[src/rtl/mem_access_unit.sv]
// Load/store unit between the RV32I multicycle datapath and the word-wide BRAM.
// Byte/halfword stores are done as read-modify-write; loads are sign/zero extended.
module mem_access_unit #(
    parameter int WORDS      = 10,
    parameter int DATA_WIDTH = 32
) (
    input  logic                  clk_i,
    input  logic                  reset_i,
    input  logic                  req_i,
    input  logic                  we_i,
    input  logic [2:0]            funct3_i,
    input  logic [31:0]           addr_i,
    input  logic [DATA_WIDTH-1:0] wdata_i,
    output logic [DATA_WIDTH-1:0] rdata_o,
    output logic                  done_o,
    output logic                  err_o,
    output logic                  busy_o,
    output logic [WORDS-1:0]      mem_addr_o,
    output logic [DATA_WIDTH-1:0] mem_data_o,
    output logic                  mem_wr_o,
    output logic                  mem_rd_o,
    input  logic [DATA_WIDTH-1:0] mem_data_i
);

    typedef enum logic [1:0] {IDLE, RD, RMW, WR} state_t;

    localparam logic [2:0] F3_B  = 3'b000;
    localparam logic [2:0] F3_H  = 3'b001;
    localparam logic [2:0] F3_W  = 3'b010;
    localparam logic [2:0] F3_BU = 3'b100;
    localparam logic [2:0] F3_HU = 3'b101;

    state_t      state;
    logic [2:0]  f3_p0;
    logic [1:0]  off_p0;
    logic [15:0] wdata_p0;
    logic        legal;
    logic        unused_addr_bits;

    // Upper address bits are deliberately dropped so accesses wrap over the memory.
    assign unused_addr_bits = ^addr_i[31:WORDS+2];

    function automatic logic is_legal(input logic we, input logic [2:0] f3, input logic [1:0] off);
        logic ok;
        case (f3)
            F3_B:    ok = 1'b1;
            F3_H:    ok = ~off[0];
            F3_W:    ok = (off == 2'b00);
            F3_BU:   ok = ~we;
            F3_HU:   ok = ~we & ~off[0];
            default: ok = 1'b0;
        endcase
        return ok;
    endfunction

    function automatic logic [DATA_WIDTH-1:0] extend_load(input logic [2:0] f3,
                                                          input logic [1:0] off,
                                                          input logic [DATA_WIDTH-1:0] word);
        logic [DATA_WIDTH-1:0] byte_sh;
        logic [DATA_WIDTH-1:0] half_sh;
        logic [DATA_WIDTH-1:0] res;
        byte_sh = word >> {off, 3'b000};
        half_sh = word >> {off[1], 4'b0000};
        case (f3)
            F3_B:    res = {{(DATA_WIDTH-8){byte_sh[7]}}, byte_sh[7:0]};
            F3_BU:   res = {{(DATA_WIDTH-8){1'b0}}, byte_sh[7:0]};
            F3_H:    res = {{(DATA_WIDTH-16){half_sh[15]}}, half_sh[15:0]};
            F3_HU:   res = {{(DATA_WIDTH-16){1'b0}}, half_sh[15:0]};
            default: res = word;
        endcase
        return res;
    endfunction

    function automatic logic [DATA_WIDTH-1:0] merge_store(input logic [2:0] f3,
                                                          input logic [1:0] off,
                                                          input logic [15:0] data,
                                                          input logic [DATA_WIDTH-1:0] word);
        logic [4:0]            sh;
        logic [DATA_WIDTH-1:0] mask;
        logic [DATA_WIDTH-1:0] ins;
        if (f3 == F3_B) begin
            sh   = {off, 3'b000};
            mask = {{(DATA_WIDTH-8){1'b0}}, 8'hFF} << sh;
            ins  = {{(DATA_WIDTH-8){1'b0}}, data[7:0]} << sh;
        end else begin
            sh   = {off[1], 4'b0000};
            mask = {{(DATA_WIDTH-16){1'b0}}, 16'hFFFF} << sh;
            ins  = {{(DATA_WIDTH-16){1'b0}}, data} << sh;
        end
        return (word & ~mask) | (ins & mask);
    endfunction

    assign legal = is_legal(we_i, funct3_i, addr_i[1:0]);

    // E0 capture of the request fields needed by later phases
    always_ff @(posedge clk_i) begin
        if (state == IDLE && req_i) begin
            f3_p0    <= funct3_i;
            off_p0   <= addr_i[1:0];
            wdata_p0 <= wdata_i[15:0];
        end
    end

    always_ff @(posedge clk_i) begin
        if (reset_i) begin
            state      <= IDLE;
            rdata_o    <= '0;
            done_o     <= 1'b0;
            err_o      <= 1'b0;
            busy_o     <= 1'b0;
            mem_addr_o <= '0;
            mem_data_o <= '0;
            mem_wr_o   <= 1'b1;
            mem_rd_o   <= 1'b1;
        end else begin
            done_o <= 1'b0;
            err_o  <= 1'b0;
            case (state)
                IDLE: begin
                    if (req_i) begin
                        if (!legal) begin
                            done_o  <= 1'b1;
                            err_o   <= 1'b1;
                            rdata_o <= '0;
                        end else begin
                            mem_addr_o <= addr_i[WORDS+1:2];
                            busy_o     <= 1'b1;
                            if (we_i && funct3_i == F3_W) begin
                                mem_wr_o   <= 1'b0;
                                mem_data_o <= wdata_i;
                                state      <= WR;
                            end else if (we_i) begin
                                mem_rd_o <= 1'b0;
                                state    <= RMW;
                            end else begin
                                mem_rd_o <= 1'b0;
                                state    <= RD;
                            end
                        end
                    end
                end
                RD: begin
                    mem_rd_o <= 1'b1;
                    rdata_o  <= extend_load(f3_p0, off_p0, mem_data_i);
                    done_o   <= 1'b1;
                    busy_o   <= 1'b0;
                    state    <= IDLE;
                end
                // Read data is back: splice the new lane in and write it out next cycle
                RMW: begin
                    mem_rd_o   <= 1'b1;
                    mem_wr_o   <= 1'b0;
                    mem_data_o <= merge_store(f3_p0, off_p0, wdata_p0, mem_data_i);
                    state      <= WR;
                end
                WR: begin
                    mem_wr_o <= 1'b1;
                    done_o   <= 1'b1;
                    busy_o   <= 1'b0;
                    state    <= IDLE;
                end
                default: state <= IDLE;
            endcase
        end
    end

endmodule

[config.mk]
export PLATFORM = sky130hd
export DESIGN_NAME = mem_access_unit
export DESIGN_NICKNAME = d
export VERILOG_FILES = /design/src/rtl/mem_access_unit.sv
export SDC_FILE = /design/constraint.sdc
export NUM_CORES = 1
export LEC_CHECK = 0
export ABC_CLOCK_PERIOD_IN_PS = 2900
export CORE_ASPECT_RATIO = 0.8
export CORE_MARGIN = 3
export CORE_UTILIZATION = 45
export DETAILED_ROUTE_END_ITERATION = 12
export PLACE_DENSITY = 0.82
export SLEW_MARGIN = 25
export SYNTH_ARGS = -nofsm -noshare
export SYNTH_HDL_FRONTEND = slang
export SYNTH_SLANG_ARGS = --single-unit
[constraint.sdc]
create_clock -name clk_i -period 2.9 [get_ports clk_i]
set_clock_uncertainty 0.1 [all_clocks]
set_input_delay 0.29 -clock clk_i [delete_from_list [all_inputs] [get_ports clk_i]]
set_output_delay 0.29 -clock clk_i [all_outputs]
set_load 0.05 [all_outputs]
==> summary.md, run 1 <==
| Metric | Value |
|---|---|
| First-pass GRT wire length | `around 25000 um` |
| Gate power share | `0.440` |
| Skew-Pair Late Insertion Delay | `350 ps` |
| Top-area cell type share of the netlist area | `0.315` |
| Largest net degree at the start of global routing | `67` |
| Pwr dens | `781 mW/mm^2` |
| Drt first pass iters | `5` |
| P_leak | `2.56 nW` |
| Rel. slew slack | `0.510` |
| Worst-path cell chain | `clkdlybuf4s50_1 -> or4_1 -> a31oi_1 -> nor3_1 -> a221o_1` |
| TNS Setup | `0 ps` |
| Post-synth EDFFs | `21` |
| Grt ovf | `0` |
| Layout cells sized above 1 | `0.0725` |
| Worst-path maximum fanout | `7` |
| Row cnt | `34` |
| Nets | `805` |
| Total track usage | `0.245` |
| Buffers on Ports | `161` |
| Routed WL | `16300 um` |
| CP Data Required Time | `3040 ps` |
| Flop pwr share | `0.338` |
| Syn nets | `670` |
| Internal power | `0.00333 W` |
| Die ar. | `0.0128 mm^2` |
| Initial drt markers | `417` |
| Sw frac | `0.406` |
| Dominant synthesized flop cell | `dfxtp_1` |
| Post-DRT Antenna Nets | `0` |
| Cell Area, Synth | `0.00514 mm^2` |
| RSZ-0062 raised after global routing | `false` |
| FF+latch count, synth | `102` |
| Critical path launch point type | `primary input` |
| Most common cell in the netlist | `dfxtp_1` |
| Commonest cells in the synthesized netlist | `dfxtp_1 (81), o21ai_0 (50), nor2_1 (44)` |
| Slew at the pin closest to its max-slew limit | `729 ps` |
| Vias | `5082` |
| Vert. Die Dim | `102 um` |
| Cell count after synthesis | `~560` |
| Warnings, synthesis | `0` |
| Fin. Hold Viols | `0` |
| # IOs | `182` |
| Slew Limit Fails | `0` |
| Status | `finished, final reports clean` |
| Synth top area cells | `dfxtp_1 (32%), edfxtp_1 (12%), o21ai_0 (4.9%)` |
| Post-route design area | `0.00718 mm^2` |
| Max VDD drop | `~0.00052 V` |
| R2R Setup Slk | `470 ps` |
| Critical setup path kind | `primary input to flop` |
| # diodes | `0` |
| Netlist cell types | `between 50 and 60` |
| Critical path endpoint category | `flop` |
| Highest Clock Rate | `0.399 GHz` |
| NetSw | `~0.0023 W` |
| Clock root buffer | `clkbuf_16` |
| Final period util | `0.864` |
| FILL cells | `about 900` |
| Critical Path AT | `2640 ps` |
| Slowest Stage Delay on Critical Path | `740 ps` |
| Min-Delay Path Class | `flop to flop` |
| CTS buffer count | `9` |
| CTS Sinks | `102` |
| Seq/Total Area, Yosys | `0.438` |
| Starting Density | `0.467` |
| RePlAce Congestion | `0.911` |
| Slowest-stage cell, CP | `or4_1` |
| Syn_area_per_cell | `9.13 um^2` |
| # Post-CTS Setup Buffers | `0` |
| Clk pin slew, worst setup/hold paths | `70 ps` |
| Gates resized, CTS repair | `0` |
| Vias in the first global route | `4784` |
| Core area | `around 0.011 mm^2` |
| Worst hold slack | `about 350 ps` |
| Area Growth Syn to Fin | `39.7%` |
| Final setup violation count | `0` |
| Die Span X | `126 um` |
| Maxcap violations | `0` |
| HPWL after detailed placement | `12000 um` |
| WL/cell | `19.3 um` |
| Clock group share of total power | `0.222` |
| Residual DRC | `0` |
| H-Tree Depth | `3` |
| Initial antenna violation count | `0` |
| Minimum clock period | `2500 ps` |
| Placed cell area | `0.00686 mm^2` |
| FFs w/ async S/R, synth | `0` |
| Drt via density | `6.00` |
| Total chip power | `around 0.0056 W` |
| # hold bufs at CTS | `0` |
| Largest buffer count on any clock path | `2` |
| Yosys top cell by area | `dfxtp_1` |
| TritonCTS clock tree | `yes` |
## power groups by stage
stage,registers [W],logic [W],clock network (W)
3_5_place_dp,0.00192,0.00244,0
3_3_place_gp,0.00191,0.00239,0
5_1_grt,0.00193,0.00264,0.00132
6_report,0.00190,0.00247,0.00124
4_1_cts,0.00189,0.00245,0.00127
2_1_floorplan,0.00243,0.00112,0
## layout by cell type, fill, tap and decap left out, types with 3 or more instances in the layout
cell type          n
a311oi_1           8
o211ai_1           3
clkdlybuf4s50_1  160
and3_1             6
nand2_1           34
mux2i_1           12
a211oi_1          10
inv_1              5
nand4b_1          16
edfxtp_1          21
a21oi_1           30
nand2b_1          36
nor2_1            44
o21ai_0           50
clkbuf_16         10
a211o_1            7
dfxtp_1           81
buf_4             17
a32oi_1            8
o41ai_1           16
a22o_1            16
nor2b_1           14
o31ai_1            9
a221o_1            7
nor3_1            17
and3b_1            8
a221oi_1          10
ha_1               3
## registers in the layout (all words and copies together) (netlist names)
name	flops
done_o	1
f3_p0	3
err_o	1
off_p0	2
busy_o	1
mem_data_o	32
rdata_o	32
state	2
mem_addr_o	10
mem_wr_o	1
wdata_p0	16
mem_rd_o	1
## cell type report
cell class / count / area [um^2] / area share
multi-input combinational: 401 / 2670 / 0.372
sequential: 102 / 2250 / 0.314
timing repair buffer: 179 / 1750 / 0.244
clock buffer: 10 / 250 / 0.0348
tap: 144 / 180 / 0.0251
clock inverter: 6 / 58.8 / 0.00819
inverter: 5 / 18.8 / 0.00261
## kinds of logic after synthesis
group / Yosys count / synth area share
and+or+nand+nor: 194 / 0.213
AOI/OAI and AO/OA: 188 / 0.259
DFF: 102 / 0.438
buffers and inverters: 60 / 0.0477
muxes: 15 / 0.0321
adders and majority gates: 4 / 0.00974
## critical path, delay by kind of cell
family	cells	cell delay, ps
buffers and inverters	1	530
and+or+nand+nor	2	980
AOI/OAI and AO/OA	2	850
## worst paths after layout
| check | startpoint | to | cells after the start |
|---|---|---|---|
| worst max register to register | state[0] | rdata_o[11] | 6 |
| worst max-delay path | funct3_i[2] | rdata_o[13] | 5 |
| worst min-delay path | rdata_o[7] | rdata_o[7] | 2 |
| worst min register to register | rdata_o[7] | rdata_o[7] | 2 |
## layer usage
layer | part of all wire | up-vias | GRT usage | wire length (um)
met5 | 0 | - | 0 | 0
met4 | 0.016 | 0 | 0.0700 | 265
met3 | 0.082 | 30 | 0.0564 | 1330
met2 | 0.45 | 244 | 0.383 | 7410
met1 | 0.45 | 2415 | 0.342 | 7300
li1 | - | 2393 | - | -
## per-stage QoR
step                worst slack [ps]  instances  utilization
floorplan                        294        563            -
global placement                 247        831        0.623
detailed placement               137        831        0.623
CTS                              295        847        0.651
global route                     261        847        0.652
finish                           395        847        0.652
(Power assumes the default switching activity.)
==> run 2, diff against run 1 <==
--- a/config.mk
+++ b/config.mk
@@ -10,7 +10,7 @@
 export CORE_MARGIN = 3
 export CORE_UTILIZATION = 45
 export DETAILED_ROUTE_END_ITERATION = 12
-export PLACE_DENSITY = 0.82
+export PLACE_DENSITY = 0.8
 export SLEW_MARGIN = 25
 export SYNTH_ARGS = -nofsm -noshare
 export SYNTH_HDL_FRONTEND = slang
==> run 2 against run 1 <==
  * Via count is 0.51% lower
  * Wire length is essentially flat
  * Highest routed layer unchanged
  * Utilization decreased by 0.12 points
  * Sequential share of layout area grew 0.060 points
  * Cell count rose by 0.12%
  * Count of clock-buffer cells in the layout rose by 1
  * Total power decreased by 0.34%
  * Maximum frequency is 2.9% lower
==> summary.md, run 2 (synthesized netlist as in run 1, its figures left out) <==
| Metric | Value |
|---|---|
| Status | `finished, final reports clean` |
| Place WS | `169 ps` |
| Vias in the first global route | `4764` |
| Slowest-stage cell, CP | `and2_1` |
| Hold path startpoint | `rdata_o[7]` |
| Final core occ | `0.651` |
| Cell count along the critical path | `6` |
| Clk pin slew, worst setup/hold paths | `70 ps` |
| Fin. Hold Viols | `0` |
| Pwr dens | `~800 mW/mm^2` |
| HPWL after detailed placement | `about 12000 um` |
| First-pass GRT wire length | `25900 um` |
| Biggest regs | `mem_data_o: 32 flops, rdata_o: 32 flops, wdata_p0: 16 flops` |
| Setup ws final | `~320 ps` |
| Gates resized, CTS repair | `0` |
| Reg2Reg Depth | `6` |
| Maxcap violations | `0` |
| Grt ovf | `0` |
| Drt first pass iters | `5` |
| # diodes | `0` |
| Skew-Pair Late Insertion Delay | `about 340 ps` |
| TritonCTS clock tree | `yes` |
| Layout cells sized above 1 | `0.0739` |
| Die Span X | `126 um` |
| # IOs | `182` |
| Largest buffer count on any clock path | `2` |
| Slowest Stage Delay on Critical Path | `560 ps` |
| Routed WL | `16300 um` |
| Final period util | `0.889` |
| Worst hold slack | `approximately 350 ps` |
| Clock root buffer | `clkbuf_16` |
| RR Startpoint | `state[0]` |
| Critical R2R Capture | `mem_data_o[29]` |
| CTS Sinks | `102` |
| # hold bufs at CTS | `0` |
| Initial drt markers | `444` |
| Max VDD drop | `around 0.00052 V` |
| CP Launch Point | `state[0]` |
| Post-DRT Antenna Nets | `0` |
| FILL cells | `893` |
| Critical Path AT | `approximately 2700 ps` |
| Minimum clock period | `2580 ps` |
| Vias | `5056` |
| RSZ-0062 raised after global routing | `false` |
| Area Growth Syn to Fin | `39.5%` |
| Critical path launch point type | `flop` |
| Cell family with most CP delay | `simple AND/OR/NAND/NOR gates` |
| Residual DRC | `0` |
| Most frequent cells in the layout | `clkdlybuf4s50_1 (160), dfxtp_1 (81), o21ai_0 (50), nor2_1 (44), nand2b_1 (36)` |
| Total track usage | `0.253` |
| Most common cell after layout, fill and taps aside | `clkdlybuf4s50_1` |
| Worst-path maximum fanout | `16` |
| Total chip power | `0.00559 W` |
| Rel. slew slack | `0.466` |
| Slew Limit Fails | `0` |
| Row cnt | `34` |
| Buf/Inv on CP | `1` |
| RePlAce Congestion | `between 0.8 and 0.9` |
| Drt via density | `5.96` |
| Buffers on Ports | `around 160` |
| Initial antenna violation count | `0` |
| Die ar. | `0.0128 mm^2` |
| # Post-CTS Setup Buffers | `0` |
| Worst-path cell chain | `inv_1 -> ha_1 -> and2_1 -> o211ai_1 -> nand2_1 -> a311oi_1` |
| WL/cell | `19.2 um` |
| H-Tree Depth | `3` |
| Critical path endpoint category | `flop` |
| Critical Path End | `mem_data_o[29]` |
| TNS Setup | `0 ps` |
| P_leak | `2.56 nW` |
| Vert. Die Dim | `102 um` |
| Critical setup path kind | `flop to flop` |
| Largest net degree at the start of global routing | `67` |
| Highest Clock Rate | `a little under 0.4 GHz` |
| Nets | `about 810` |
| Starting Density | `0.467` |
| Min-Delay Path Class | `flop to flop` |
| CTS buffer count | `9` |
| CP Data Required Time | `approximately 3000 ps` |
| Slew at the pin closest to its max-slew limit | `around 800 ps` |
| R2R Setup Slk | `320 ps` |
| Core area | `0.0110 mm^2` |
| Final setup violation count | `0` |
[run 2: changes by cell type in the layout (fill, tap and decap cells not counted)]
| cell | change |
|---|---|
| a221oi_4 | -1 |
| inv_4 | +2 |
| clkbuf_16 | -1 |
| clkbuf_1 | +1 |
| a221oi_2 | +1 |
| clkinv_1 | -1 |
| inv_6 | +1 |
| clkinvlp_4 | -2 |
| buf_4 | +1 |
| clkbuf_8 | +1 |
| clkinv_2 | -1 |
[run 2: stage by stage]
stage | instance area (um^2) | std cells
global placement | 6860 | 831
floorplan | 5140 | 563
detailed placement | 6860 | 831
finish | 7170 | 848
global route | 7170 | 848
CTS | 7160 | 847
[run 2: routing by layer]
| metal | global-route usage | vias to the layer above | routed length (um) |
|---|---|---|---|
| met5 | 0 | - | 0 |
| met4 | 0.0642 | 0 | 242 |
| met3 | 0.0633 | 28 | 1430 |
| met2 | 0.402 | 247 | 7440 |
| met1 | 0.349 | 2395 | 7210 |
| li1 | - | 2386 | - |
[run 2: worst min path at each step]
stage,end,depth (start not counted),slack [ps]
3_5_place_dp,rdata_o[7],2,340
3_3_place_gp,rdata_o[7],2,340
2_1_floorplan,f3_p0[0],0,290
6_report,rdata_o[7],2,350
5_1_grt,rdata_o[7],2,380
4_1_cts,rdata_o[7],2,350
[run 2: power breakdown]
group / switching [W] / internal [W] / leakage [nW]
sequential: 0.000173 / 0.00172 / 0.858
clock: 0.000529 / 0.000696 / 0.151
combinational: 0.00158 / 0.000899 / 1.55
total: 0.00228 / 0.00331 / 2.56
[run 2: worst reg2reg max path, delay by kind of cell (launching register included)]
family	cells	cell delay, ps
simple gates	2	1050
compound gates	2	440
fa+ha+maj	1	400
flops	1	340
buf+inv	1	90
[run 2: final cells by class]
type,instances,area [um^2],area share
timing repair buffer,180,1760,0.246
sequential,102,2250,0.314
inverter,5,18.8,0.00262
clock inverter,5,56.3,0.00785
clock buffer,11,243,0.0339
tap,144,180,0.0251
multi-input combinational,401,2660,0.371
